File: src/rtl/frame_rd_ctrl_if.sv
// Memory read-command port and external PipeOut FIFO write port of frame_rd_ctrl.
// Handshake: mem_rd_req rises with a stable mem_rd_addr and stays high until the
// cycle mem_rd_ack is sampled high. That cycle transfers one BURST_LEN-word command,
// and req is low the next cycle. Read data returns later on mem_rdata_valid, with no back-pressure.
interface frame_rd_ctrl_if #(
    parameter int DATA_W     = 64,
    parameter int ADDR_W     = 24,
    parameter int FIFO_CNT_W = 10
);
    logic                  mem_rd_req;
    logic [ADDR_W-1:0]     mem_rd_addr;
    logic                  mem_rd_ack;
    logic [DATA_W-1:0]     mem_rdata;
    logic                  mem_rdata_valid;
    logic                  fifo_clr;
    logic                  fifo_wr_en;
    logic [DATA_W-1:0]     fifo_din;
    logic [FIFO_CNT_W-1:0] fifo_wr_count;

    modport master (
        output mem_rd_req, mem_rd_addr, fifo_clr, fifo_wr_en, fifo_din,
        input  mem_rd_ack, mem_rdata, mem_rdata_valid, fifo_wr_count
    );

    modport slave (
        input  mem_rd_req, mem_rd_addr, fifo_clr, fifo_wr_en, fifo_din,
        output mem_rd_ack, mem_rdata, mem_rdata_valid, fifo_wr_count
    );
endinterface

File: src/rtl/frame_rd_ctrl.sv
// DDR->host window readout: fixed bursts per row with FIFO credit flow control and abort.
// Optional FRAME_RD_BYTESWAP_EN reverses byte order within each 64-bit word of fifo_din.
module frame_rd_ctrl #(
    parameter int DATA_W     = 64,
    parameter int ADDR_W     = 24,
    parameter int BURST_LEN  = 8,
    parameter int FIFO_DEPTH = 1024,
    parameter int FIFO_CNT_W = 10,
    parameter int MARGIN     = 64
) (
    input  logic              clk,
    input  logic              reset_clk,
    input  logic              start,
    input  logic              abort,
    input  logic [ADDR_W+2:0] base_addr,
    input  logic [23:0]       row_bytes,
    input  logic [15:0]       rows,
    input  logic [23:0]       stride_bytes,
    output logic              busy,
    output logic              done,
    output logic [2:0]        state_dbg,
    frame_rd_ctrl_if.master   bus
);
    localparam int BURST_BYTES = BURST_LEN * DATA_W / 8;
    localparam int OUT_W       = 17;

    typedef enum logic [2:0] {
        IDLE     = 3'd0,
        ISSUE    = 3'd1,
        WAIT_ACK = 3'd2,
        NEXT_ROW = 3'd3,
        DRAIN    = 3'd4
    } state_t;

    state_t            state, state_nxt;
    logic [23:0]       row_bytes_q;
    logic [23:0]       row_rem;
    logic [15:0]       rows_rem;
    logic [ADDR_W-1:0] row_addr;
    logic [ADDR_W-1:0] stride_words;
    logic [OUT_W-1:0]  outstanding;
    logic              aborting;
    logic [DATA_W-1:0] din_fmt;

    logic              geom_zero, ack_take, row_last, credit_ok, stop, discard;
    logic [OUT_W:0]    credit_need;
    logic              unused_ok;

    assign unused_ok   = ^{base_addr[2:0]};
    assign geom_zero   = (rows == 16'd0) || (row_bytes == 24'd0);
    assign ack_take    = (state == WAIT_ACK) && bus.mem_rd_ack;
    assign row_last    = row_rem <= 24'(BURST_BYTES);
    assign credit_need = (OUT_W+1)'(bus.fifo_wr_count) + (OUT_W+1)'(outstanding)
                       + (OUT_W+1)'(BURST_LEN);
    assign credit_ok   = credit_need <= (OUT_W+1)'(FIFO_DEPTH - MARGIN);
    assign stop        = aborting || abort;
    // Words landing after an abort belong to a cancelled window and are dropped.
    assign discard     = aborting || (abort && busy);

    always_ff @(posedge clk or posedge reset_clk) begin
        if (reset_clk) state <= IDLE;
        else           state <= state_nxt;
    end

    always_comb begin
        state_nxt = state;
        case (state)
            IDLE:     if (start && !geom_zero) state_nxt = ISSUE;
            ISSUE: begin
                if (stop)                               state_nxt = DRAIN;
                else if (credit_ok && !bus.mem_rd_ack)  state_nxt = WAIT_ACK;
            end
            WAIT_ACK: begin
                if (bus.mem_rd_ack)
                    state_nxt = stop ? DRAIN : (row_last ? NEXT_ROW : ISSUE);
            end
            NEXT_ROW: state_nxt = (stop || rows_rem <= 16'd1) ? DRAIN : ISSUE;
            DRAIN:    if (outstanding == '0) state_nxt = IDLE;
            default:  state_nxt = IDLE;
        endcase
    end

    always_comb begin
        busy           = (state != IDLE);
        bus.mem_rd_req = (state == WAIT_ACK);
        bus.fifo_clr   = (state == IDLE);
        state_dbg      = state;
    end

`ifdef FRAME_RD_BYTESWAP_EN
    always_comb begin
        din_fmt = '0;
        for (int w = 0; w < DATA_W / 64; w++)
            for (int b = 0; b < 8; b++)
                din_fmt[w*64 + b*8 +: 8] = bus.mem_rdata[w*64 + (7-b)*8 +: 8];
    end
`else
    assign din_fmt = bus.mem_rdata;
`endif

    always_ff @(posedge clk or posedge reset_clk) begin
        if (reset_clk) begin
            done            <= 1'b0;
            row_bytes_q     <= '0;
            row_rem         <= '0;
            rows_rem        <= '0;
            row_addr        <= '0;
            stride_words    <= '0;
            outstanding     <= '0;
            aborting        <= 1'b0;
            bus.mem_rd_addr <= '0;
            bus.fifo_wr_en  <= 1'b0;
            bus.fifo_din    <= '0;
        end else begin
            done <= ((state == IDLE) && start && geom_zero)
                 || ((state == DRAIN) && (outstanding == '0));

            // Ack and returning data in the same cycle net into one update.
            case ({ack_take, bus.mem_rdata_valid && (outstanding != '0)})
                2'b10:   outstanding <= outstanding + OUT_W'(BURST_LEN);
                2'b01:   outstanding <= outstanding - OUT_W'(1);
                2'b11:   outstanding <= outstanding + OUT_W'(BURST_LEN - 1);
                default: ;
            endcase

            if (state == IDLE) begin
                aborting <= 1'b0;
                if (start) begin
                    row_bytes_q     <= row_bytes;
                    row_rem         <= row_bytes;
                    rows_rem        <= rows;
                    stride_words    <= ADDR_W'(stride_bytes >> 3);
                    row_addr        <= base_addr[ADDR_W+2:3];
                    bus.mem_rd_addr <= base_addr[ADDR_W+2:3];
                end
            end else if (abort) begin
                aborting <= 1'b1;
            end

            // A partial last burst still fetches a full burst; the row just ends.
            if (ack_take) begin
                bus.mem_rd_addr <= bus.mem_rd_addr + ADDR_W'(BURST_LEN);
                row_rem         <= row_last ? 24'd0 : row_rem - 24'(BURST_BYTES);
            end

            if (state == NEXT_ROW) begin
                rows_rem        <= rows_rem - 16'd1;
                row_addr        <= row_addr + stride_words;
                bus.mem_rd_addr <= row_addr + stride_words;
                row_rem         <= row_bytes_q;
            end

            bus.fifo_wr_en <= bus.mem_rdata_valid && !discard;
            if (bus.mem_rdata_valid) bus.fifo_din <= din_fmt;
        end
    end
endmodule
File: src/flat_wrapper.sv
// flat-port wrapper written by rule: the top's interface ports become plain ports
module frame_rd_ctrl_flat 
#(
    parameter int DATA_W     = 64,
    parameter int ADDR_W     = 24,
    parameter int BURST_LEN  = 8,
    parameter int FIFO_DEPTH = 1024,
    parameter int FIFO_CNT_W = 10,
    parameter int MARGIN     = 64
)
  (clk, reset_clk, start, abort, base_addr, row_bytes, rows, stride_bytes, busy, done, state_dbg, bus_mem_rd_req, bus_mem_rd_addr, bus_fifo_clr, bus_fifo_wr_en, bus_fifo_din, bus_mem_rd_ack, bus_mem_rdata, bus_mem_rdata_valid, bus_fifo_wr_count);
  frame_rd_ctrl_if #(.DATA_W(DATA_W), .ADDR_W(ADDR_W), .FIFO_CNT_W(FIFO_CNT_W)) bus_i ();
  input  logic clk;
  input  logic reset_clk;
  input  logic start;
  input  logic abort;
  input  logic [ADDR_W+2:0] base_addr;
  input  logic [23:0] row_bytes;
  input  logic [15:0] rows;
  input  logic [23:0] stride_bytes;
  output logic busy;
  output logic done;
  output logic [2:0] state_dbg;
  output wire logic [$bits(bus_i.mem_rd_req)-1:0] bus_mem_rd_req;
  output wire logic [$bits(bus_i.mem_rd_addr)-1:0] bus_mem_rd_addr;
  output wire logic [$bits(bus_i.fifo_clr)-1:0] bus_fifo_clr;
  output wire logic [$bits(bus_i.fifo_wr_en)-1:0] bus_fifo_wr_en;
  output wire logic [$bits(bus_i.fifo_din)-1:0] bus_fifo_din;
  input wire logic [$bits(bus_i.mem_rd_ack)-1:0] bus_mem_rd_ack;
  input wire logic [$bits(bus_i.mem_rdata)-1:0] bus_mem_rdata;
  input wire logic [$bits(bus_i.mem_rdata_valid)-1:0] bus_mem_rdata_valid;
  input wire logic [$bits(bus_i.fifo_wr_count)-1:0] bus_fifo_wr_count;
  assign bus_mem_rd_req = bus_i.mem_rd_req;
  assign bus_mem_rd_addr = bus_i.mem_rd_addr;
  assign bus_fifo_clr = bus_i.fifo_clr;
  assign bus_fifo_wr_en = bus_i.fifo_wr_en;
  assign bus_fifo_din = bus_i.fifo_din;
  assign bus_i.mem_rd_ack = bus_mem_rd_ack;
  assign bus_i.mem_rdata = bus_mem_rdata;
  assign bus_i.mem_rdata_valid = bus_mem_rdata_valid;
  assign bus_i.fifo_wr_count = bus_fifo_wr_count;
  frame_rd_ctrl #(.DATA_W(DATA_W), .ADDR_W(ADDR_W), .BURST_LEN(BURST_LEN), .FIFO_DEPTH(FIFO_DEPTH), .FIFO_CNT_W(FIFO_CNT_W), .MARGIN(MARGIN)) u_core (.clk(clk), .reset_clk(reset_clk), .start(start), .abort(abort), .base_addr(base_addr), .row_bytes(row_bytes), .rows(rows), .stride_bytes(stride_bytes), .busy(busy), .done(done), .state_dbg(state_dbg), .bus(bus_i));
endmodule
File: config.mk
export PLATFORM = sky130hd
export DESIGN_NAME = frame_rd_ctrl_flat
export DESIGN_NICKNAME = d
export VERILOG_FILES = /design/src/rtl/frame_rd_ctrl_if.sv /design/src/rtl/frame_rd_ctrl.sv /design/src/flat_wrapper.sv
export SDC_FILE = /design/constraint.sdc
export NUM_CORES = 1
export LEC_CHECK = 0
export ABC_AREA = 1
export CAP_MARGIN = 5
export CELL_PAD_IN_SITES_DETAIL_PLACEMENT = 0
export CELL_PAD_IN_SITES_GLOBAL_PLACEMENT = 1
export CORE_UTILIZATION = 34
export DETAILED_ROUTE_END_ITERATION = 10
export PLACE_DENSITY_LB_ADDON = 0.1
export SETUP_SLACK_MARGIN = 0.2
export SLEW_MARGIN = 15
export SYNTH_ARGS = -nofsm -noshare
export SYNTH_HDL_FRONTEND = slang
export SYNTH_SLANG_ARGS = --single-unit
File: constraint.sdc
create_clock -name clk -period 7.2 [get_ports clk]
set_input_delay 0.72 -clock clk [delete_from_list [all_inputs] [get_ports clk]]
set_output_delay 0.72 -clock clk [all_outputs]
set_load 0.02 [all_outputs]
==> results by group, run 1 <==
Die
  • Die area: ~0.04 mm2
  • Core Rows: 72
  • Initial core utilization: 0.349
  • Core ar.: 0.0391 mm2
  • Die height: a little over 200 um
  • Die X: between 200 and 250 um
  • Io pins: 267

Placed design
  • DP Wirelength: approximately 32,000 um
  • RD Place Congestion: 0.867
  • Buffers on Ports: 260

Yosys
  • Synth Warn #: 0
  • Synth Area in Adders: 0.0599
  • Area contributors post-synth: dfrtp_1, nand2_1, ha_1, inv_1, nor2_1
  • Seq/Total Area, Yosys: 0.404
  • Main synth FF type: dfrtp_1
  • Synth area leader: dfrtp_1
  • Synth Area in Simple Gates: 0.283
  • Post-synth EDFFs: 0
  • Area fraction in compound gates after synthesis: 0.156
  • Synth Instances: roughly 1,900
  • Mapped Area: 0.0136 mm2
  • Largest family of logic cells by synthesized area: simple AND/OR/NAND/NOR gates
  • Mux contribution to synthesized area: 0
  • Syn avg cell area: roughly 7.2 um2
  • Proportion of netlist area held by the largest area contributor: 0.404
  • Synth async-reset ratio: 1.00
  • Synth Register Bits: 220
  • Xor and xnor area share after synthesis: 0.0238
  • Syn nets: approximately 2,100
  • Post-synthesis cell type count: 53

Layout
  • Final Util: 0.452
  • Fillers: ~4,100
  • Share of post-route cells with drive strength above 1: 0.0439
  • Area grow syn2layout: 29.6%
  • Final net count: 2,355

Pwr
  • Total power: 4.35 mW
  • Pleak: approximately 8.4 nW
  • VDD IR max: 0.192 mV
  • P per Cell Area: 246 mW/mm2

Critical path
  • Crit path launch type: flip-flop
  • WP depth: 20
  • WP buf/inv: 3
  • CP Launch Point: u_core.outstanding[0]$_DFFE_PP0P_
  • Worst EP required: 7650 ps
  • Crit end category: flip-flop
  • Reg2Reg Capture Point: u_core.outstanding[14]$_DFFE_PP0P_
  • R2R Setup Slk: approximately 3200 ps
  • Worst-path fanout max: 18
  • Origin of the critical flop-to-flop path: u_core.outstanding[0]$_DFFE_PP0P_
  • CP max-delay cell: ha_1
  • Slowest stage delay, CP: roughly 550 ps
  • R2R cell count: 20
  • End point of the critical path: u_core.outstanding[14]$_DFFE_PP0P_
  • Crit path cell chain: inv_1 > ha_1 > nand3_1 > nor3_1 > nand2_1 > nand2_2 > inv_2 > nand2_1 > ha_1 > inv_2 > nor3_1 > nand2_1 > nand2_1 > a21oi_1 > o21ai_1 > nand2_1 > nand3_1 > nand2_1 > nor2_1 > nor2_1
  • Crit-path most repeated cell: nand2_1
  • Worst path top cell family by delay: simple AND/OR/NAND/NOR gates
  • Worst Path Arrival: 4460 ps
  • Crit path kind: flip-flop to flip-flop

Clock network
  • Clk sinks: between 200 and 250
  • CTS root buf: clkbuf_16
  • Hold_buf cts: 0
  • Htree depth: 1
  • Clk buf depth: 3
  • CTS Buf Count: 29
  • Clock slew at reported path FFs: about 60 ps
  • Post-CTS setup buffers: 0
  • CTS tree: built
  • Post-CTS sizing: 0
  • Worst-Skew Late Latency: approximately 560 ps

GRT
  • Vias in the first global route: about 13,000
  • Initial antenna violation count: 5
  • Largest net degree at the start of global routing: 76
  • Grt total ovfl: 0
  • Overall routing resource usage: 0.219
  • Global-route wire length before repair: around 70,000 um

Routing
  • Routed Wire Length: approximately 45,000 um
  • Via density per instance: 5.01
  • Vias post-DR: around 13,000
  • Iteration count of the initial detailed-routing pass: 5
  • DRC: 0
  • Final antenna-violating net count: 0
  • WL per Instance: 16.9 um
  • Initial drt markers: 646

STA
  • Fin Setup TNS: 0 ps
  • Achievable clock frequency: around 0.25 GHz
  • Slew headroom: 0.306
  • Setup violations, final: 0
  • Min cycle time layout: 4010 ps
  • Post-route clock skew: roughly 13 ps
  • Max Transition Viols Final: 0
  • Final Hold Viols: 0
  • Final Cycle Share: 0.557
  • Worst Tran Pin Value: ~1000 ps
  • Unrepaired setup endpoints after global routing: no

Outcome
  • Outcome: complete, no violations

Flow run
  • Max cap viols: 0

Min path
  • Hold crit path type: flip-flop to flip-flop
[power by group]
part	switching [mW]	internal (mW)	total, mW
Sequential	0.143	1.35	1.50
Combinational	0.801	0.558	1.36
Clock	0.586	0.904	1.49
Total	1.53	2.82	4.35
[area by class of cell]
type	instances	area [um2]	area share
Clock inverter	15	161	0.00914
Timing Repair Buffer	270	2670	0.151
Sequential cell	220	5510	0.312
Tap cell	518	648	0.0367
Antenna cell	2	5.00	0.000283
Multi-Input combinational cell	1409	7130	0.404
Clock buffer	38	820	0.0464
Inverter	190	721	0.0408
[cell families (layout without fill, tap and decap cells)]
| kind of cell | Yosys count | count (layout) |
|---|---|---|
| flops | 220 | 220 |
| simple gates | 931 | 931 |
| buf+inv | 257 | 513 |
| other cells | 0 | 2 |
| fa+ha+maj | 64 | 64 |
| compound gates | 377 | 377 |
| xor+xnor | 37 | 37 |
[cell usage after synthesis, types with 11 or more instances]
library cell  instances
ha_1                 62
dfrtp_1             220
clkbuf_1             41
nand3_1              83
a21oi_1             124
nand4_1              32
nand2_1             582
o21ai_0             112
o21ai_1              44
o221ai_1             11
nor4_1               11
xor2_1               33
nor2_1              167
nor3_1               29
buf_2                18
inv_2                13
o211ai_1             22
inv_1               177
a31oi_1              24
[how the worst min path moves through the flow]
stage	start	endpoint	slack [ps]	cells after the start
floorplan	u_core.aborting$_DFFE_PP0P_	u_core.bus.fifo_wr_en$_DFF_PP0_	410	1
finish	u_core.aborting$_DFFE_PP0P_	u_core.bus.fifo_wr_en$_DFF_PP0_	440	1
global route	u_core.aborting$_DFFE_PP0P_	u_core.bus.fifo_wr_en$_DFF_PP0_	470	1
detailed placement	u_core.aborting$_DFFE_PP0P_	u_core.bus.fifo_wr_en$_DFF_PP0_	420	1
global placement	u_core.aborting$_DFFE_PP0P_	u_core.bus.fifo_wr_en$_DFF_PP0_	410	1
CTS	u_core.aborting$_DFFE_PP0P_	u_core.bus.fifo_wr_en$_DFF_PP0_	430	1
[placed cells by master, fill, tap and decap left out, types with 33 or more instances in the layout]
cell type	count
ha_1	62
o21ai_1	44
o21ai_0	112
nand2_1	582
nor2_1	167
dfrtp_1	220
nand3_1	83
clkdlybuf4s50_1	259
inv_1	174
a21oi_1	124
xor2_1	33
[per-layer routing]
layer / vias to the layer above / track usage / part of all wire
li1: 6726 / - / -
met1: 6243 / 0.289 / 0.46
met2: 287 / 0.366 / 0.47
met3: 63 / 0.0435 / 0.051
met4: 6 / 0.0561 / 0.025
met5: - / 0 / 0.0011
[worst reg2reg max path, delay by kind of cell, from the launching register on]
family / cells / cell delay, ps
simple gates: 13 / 1820
fa+ha+maj: 2 / 760
buf+inv: 3 / 520
compound gates: 2 / 400
flops: 1 / 380
[flip-flops by register name (all words and copies together), names as in the netlist]
register,count
u_core.row_bytes_q,24
u_core.outstanding,17
u_core.row_rem,24
u_core.bus.mem_rd_addr,24
u_core.state_dbg,3
u_core.aborting,1
u_core.bus.fifo_din,64
u_core.done,1
u_core.stride_words,21
u_core.row_addr,24
u_core.bus.fifo_wr_en,1
u_core.rows_rem,16
[through the flow]
step                      cells  instance area (um2)  hold WS [ps]  setup slack (ps)
final                      2662                17700           437              3190
after global placement     2607                16700           413              2740
after CTS                  2660                17700           434              3170
after floorplan            1886                13600           405               459
after global routing       2661                17700           470              2720
after detailed placement   2607                16700           418              2720
No activity file was read; power rests on OpenSTA's default activity.
==> inputs of run 2 (changes only) <==
Settings changed: CORE_UTILIZATION 34 to 38.
Clock period 7.2 ns to 3.93 ns, I/O delays scaled along.
==> results by group, run 2 (synthesized netlist as in run 1, its figures left out) <==
Outcome
  • Outcome: complete, no violations

Placed design
  • Setup WS pre-CTS: slightly above 800 ps
  • Placed cells: between 2,000 and 3,000
  • Buffers on Ports: 260
  • RD Place Congestion: roughly 0.88
  • DP Wirelength: 31,800 um

Routing
  • Iteration count of the initial detailed-routing pass: 5
  • Via density per instance: between 5 and 6
  • Vias post-DR: roughly 13,000
  • Routed Wire Length: ~43,000 um
  • Final antenna-violating net count: 0
  • DRC: 0
  • Initial drt markers: 717
  • WL per Instance: approximately 17 um

STA
  • Setup ws final: between 800 and 900 ps
  • Fin Setup TNS: 0 ps
  • Final Hold Viols: 0
  • Slew headroom: 0.397
  • Setup violations, final: 0
  • Worst Tran Pin Value: 903 ps
  • Max Transition Viols Final: 0
  • Min cycle time layout: slightly above 3000 ps
  • Final Cycle Share: 0.793
  • Achievable clock frequency: roughly 0.32 GHz
  • Unrepaired setup endpoints after global routing: no
  • Post-route clock skew: 14.9 ps

Clock network
  • Clk buf depth: 3
  • Hold_buf cts: 0
  • CTS root buf: clkbuf_16
  • Clock slew at reported path FFs: ~60 ps
  • Worst-Skew Late Latency: between 500 and 600 ps
  • Post-CTS sizing: 0
  • Htree depth: 1
  • CTS tree: built
  • Clk sinks: 220
  • CTS Buf Count: 27
  • Post-CTS setup buffers: 0

Layout
  • Area grow syn2layout: 28.4%
  • Max FFs per register: between 60 and 70
  • Share of post-route cells with drive strength above 1: 0.0420
  • Commonest non-fill, non-tap cell in the layout: nand2_1
  • Final net count: 2,361
  • Largest reg by FF count: u_core.bus.fifo_din
  • Commonest non-fill, non-tap cells in the layout: nand2_1, clkdlybuf4s50_1, dfrtp_1, inv_1, nor2_1
  • Final non-filler cell total: ~2,600

Die
  • Die height: roughly 190 um
  • Initial core utilization: 0.391
  • Die X: around 190 um
  • Core ar.: 0.0349 mm2
  • Io pins: around 270
  • Core Rows: between 60 and 70
  • Die area: 0.0366 mm2

Flow run
  • Max cap viols: 0

Critical path
  • Worst Path Arrival: around 3600 ps
  • Worst-path fanout max: 6
  • Crit path kind: flip-flop to flip-flop
  • Origin of the critical flop-to-flop path: u_core.outstanding[0]$_DFFE_PP0P_
  • Reg2Reg Capture Point: u_core.outstanding[15]$_DFFE_PP0P_
  • Crit path launch type: flip-flop
  • R2R cell count: 18
  • R2R Setup Slk: 810 ps
  • Crit end category: flip-flop
  • Worst EP required: about 4400 ps

GRT
  • Overall routing resource usage: 0.237
  • Vias in the first global route: roughly 13,000
  • Largest net degree at the start of global routing: 66
  • Grt total ovfl: 0
  • Initial antenna violation count: 3
  • Global-route wire length before repair: ~69,000 um

Pwr
  • Total power: 7.57 mW
  • Pleak: around 8.4 nW
  • P per Cell Area: about 430 mW/mm2
  • VDD IR max: 0.338 mV

Min path
  • Hold crit path type: input pin to asynchronous set/reset pin
-- run 2: worst max path at each step --
stage / from / endpoint / slack (ps) / cells after the start
after detailed placement: u_core.outstanding[0]$_DFFE_PP0P_ / u_core.outstanding[15]$_DFFE_PP0P_ / 820 / 19
final: u_core.outstanding[0]$_DFFE_PP0P_ / u_core.outstanding[15]$_DFFE_PP0P_ / 810 / 18
after global routing: u_core.outstanding[0]$_DFFE_PP0P_ / u_core.outstanding[15]$_DFFE_PP0P_ / 460 / 18
after floorplan: reset_clk / u_core.aborting$_DFFE_PP0P_ / 670 / 1
after global placement: u_core.outstanding[0]$_DFFE_PP0P_ / u_core.outstanding[15]$_DFFE_PP0P_ / 850 / 18
after CTS: u_core.outstanding[0]$_DFFE_PP0P_ / u_core.outstanding[15]$_DFFE_PP0P_ / 800 / 18
-- run 2: where the power goes --
part           internal [mW]  switching [mW]  leakage, nW
logic                   1.02            1.46         5.39
clock network           1.35           0.992        0.402
registers               2.48           0.266         2.62
-- run 2: area by class of cell --
cell class	instances	area, um2
diodes	1	2.50
clock buffers	40	774
clock inverters	6	33.8
fillers	3525	17400
inverters	190	717
multi-input cells	1409	7130
flip-flops and latches	220	5510
well taps	455	569
repair buffers	278	2760
-- run 2: through the flow --
stage	util	cell area [um2]	hold WS, ps
floorplan	-	13600	405
global placement	0.478	16700	416
detailed placement	0.478	16700	443
CTS	0.501	17500	102
global route	0.501	17500	138
finish	0.501	17500	124
-- run 2: routing by layer --
metal  GRT usage  wire length [um]  vias up
li1            -                 -     6720
met1       0.315             19300     6214
met2       0.395             20400      314
met3      0.0433              2480       56
met4      0.0580               867        4
met5           0                27        -
-- run 2: critical path: stages (launching register included) --
cell and delay (ps):
dfrtp_1 400, inv_1 140, ha_1 180, nand3_1 120
nor3_1 140, nand2_1 160, nand2_2 100, inv_2 40
nand2_1 210, ha_1 340, a21oi_1 240, o21ai_0 150
a21oi_1 260, inv_1 70, nand3_1 100, a21o_1 130
nand3_1 80, nand2_1 60, o21ai_0 70
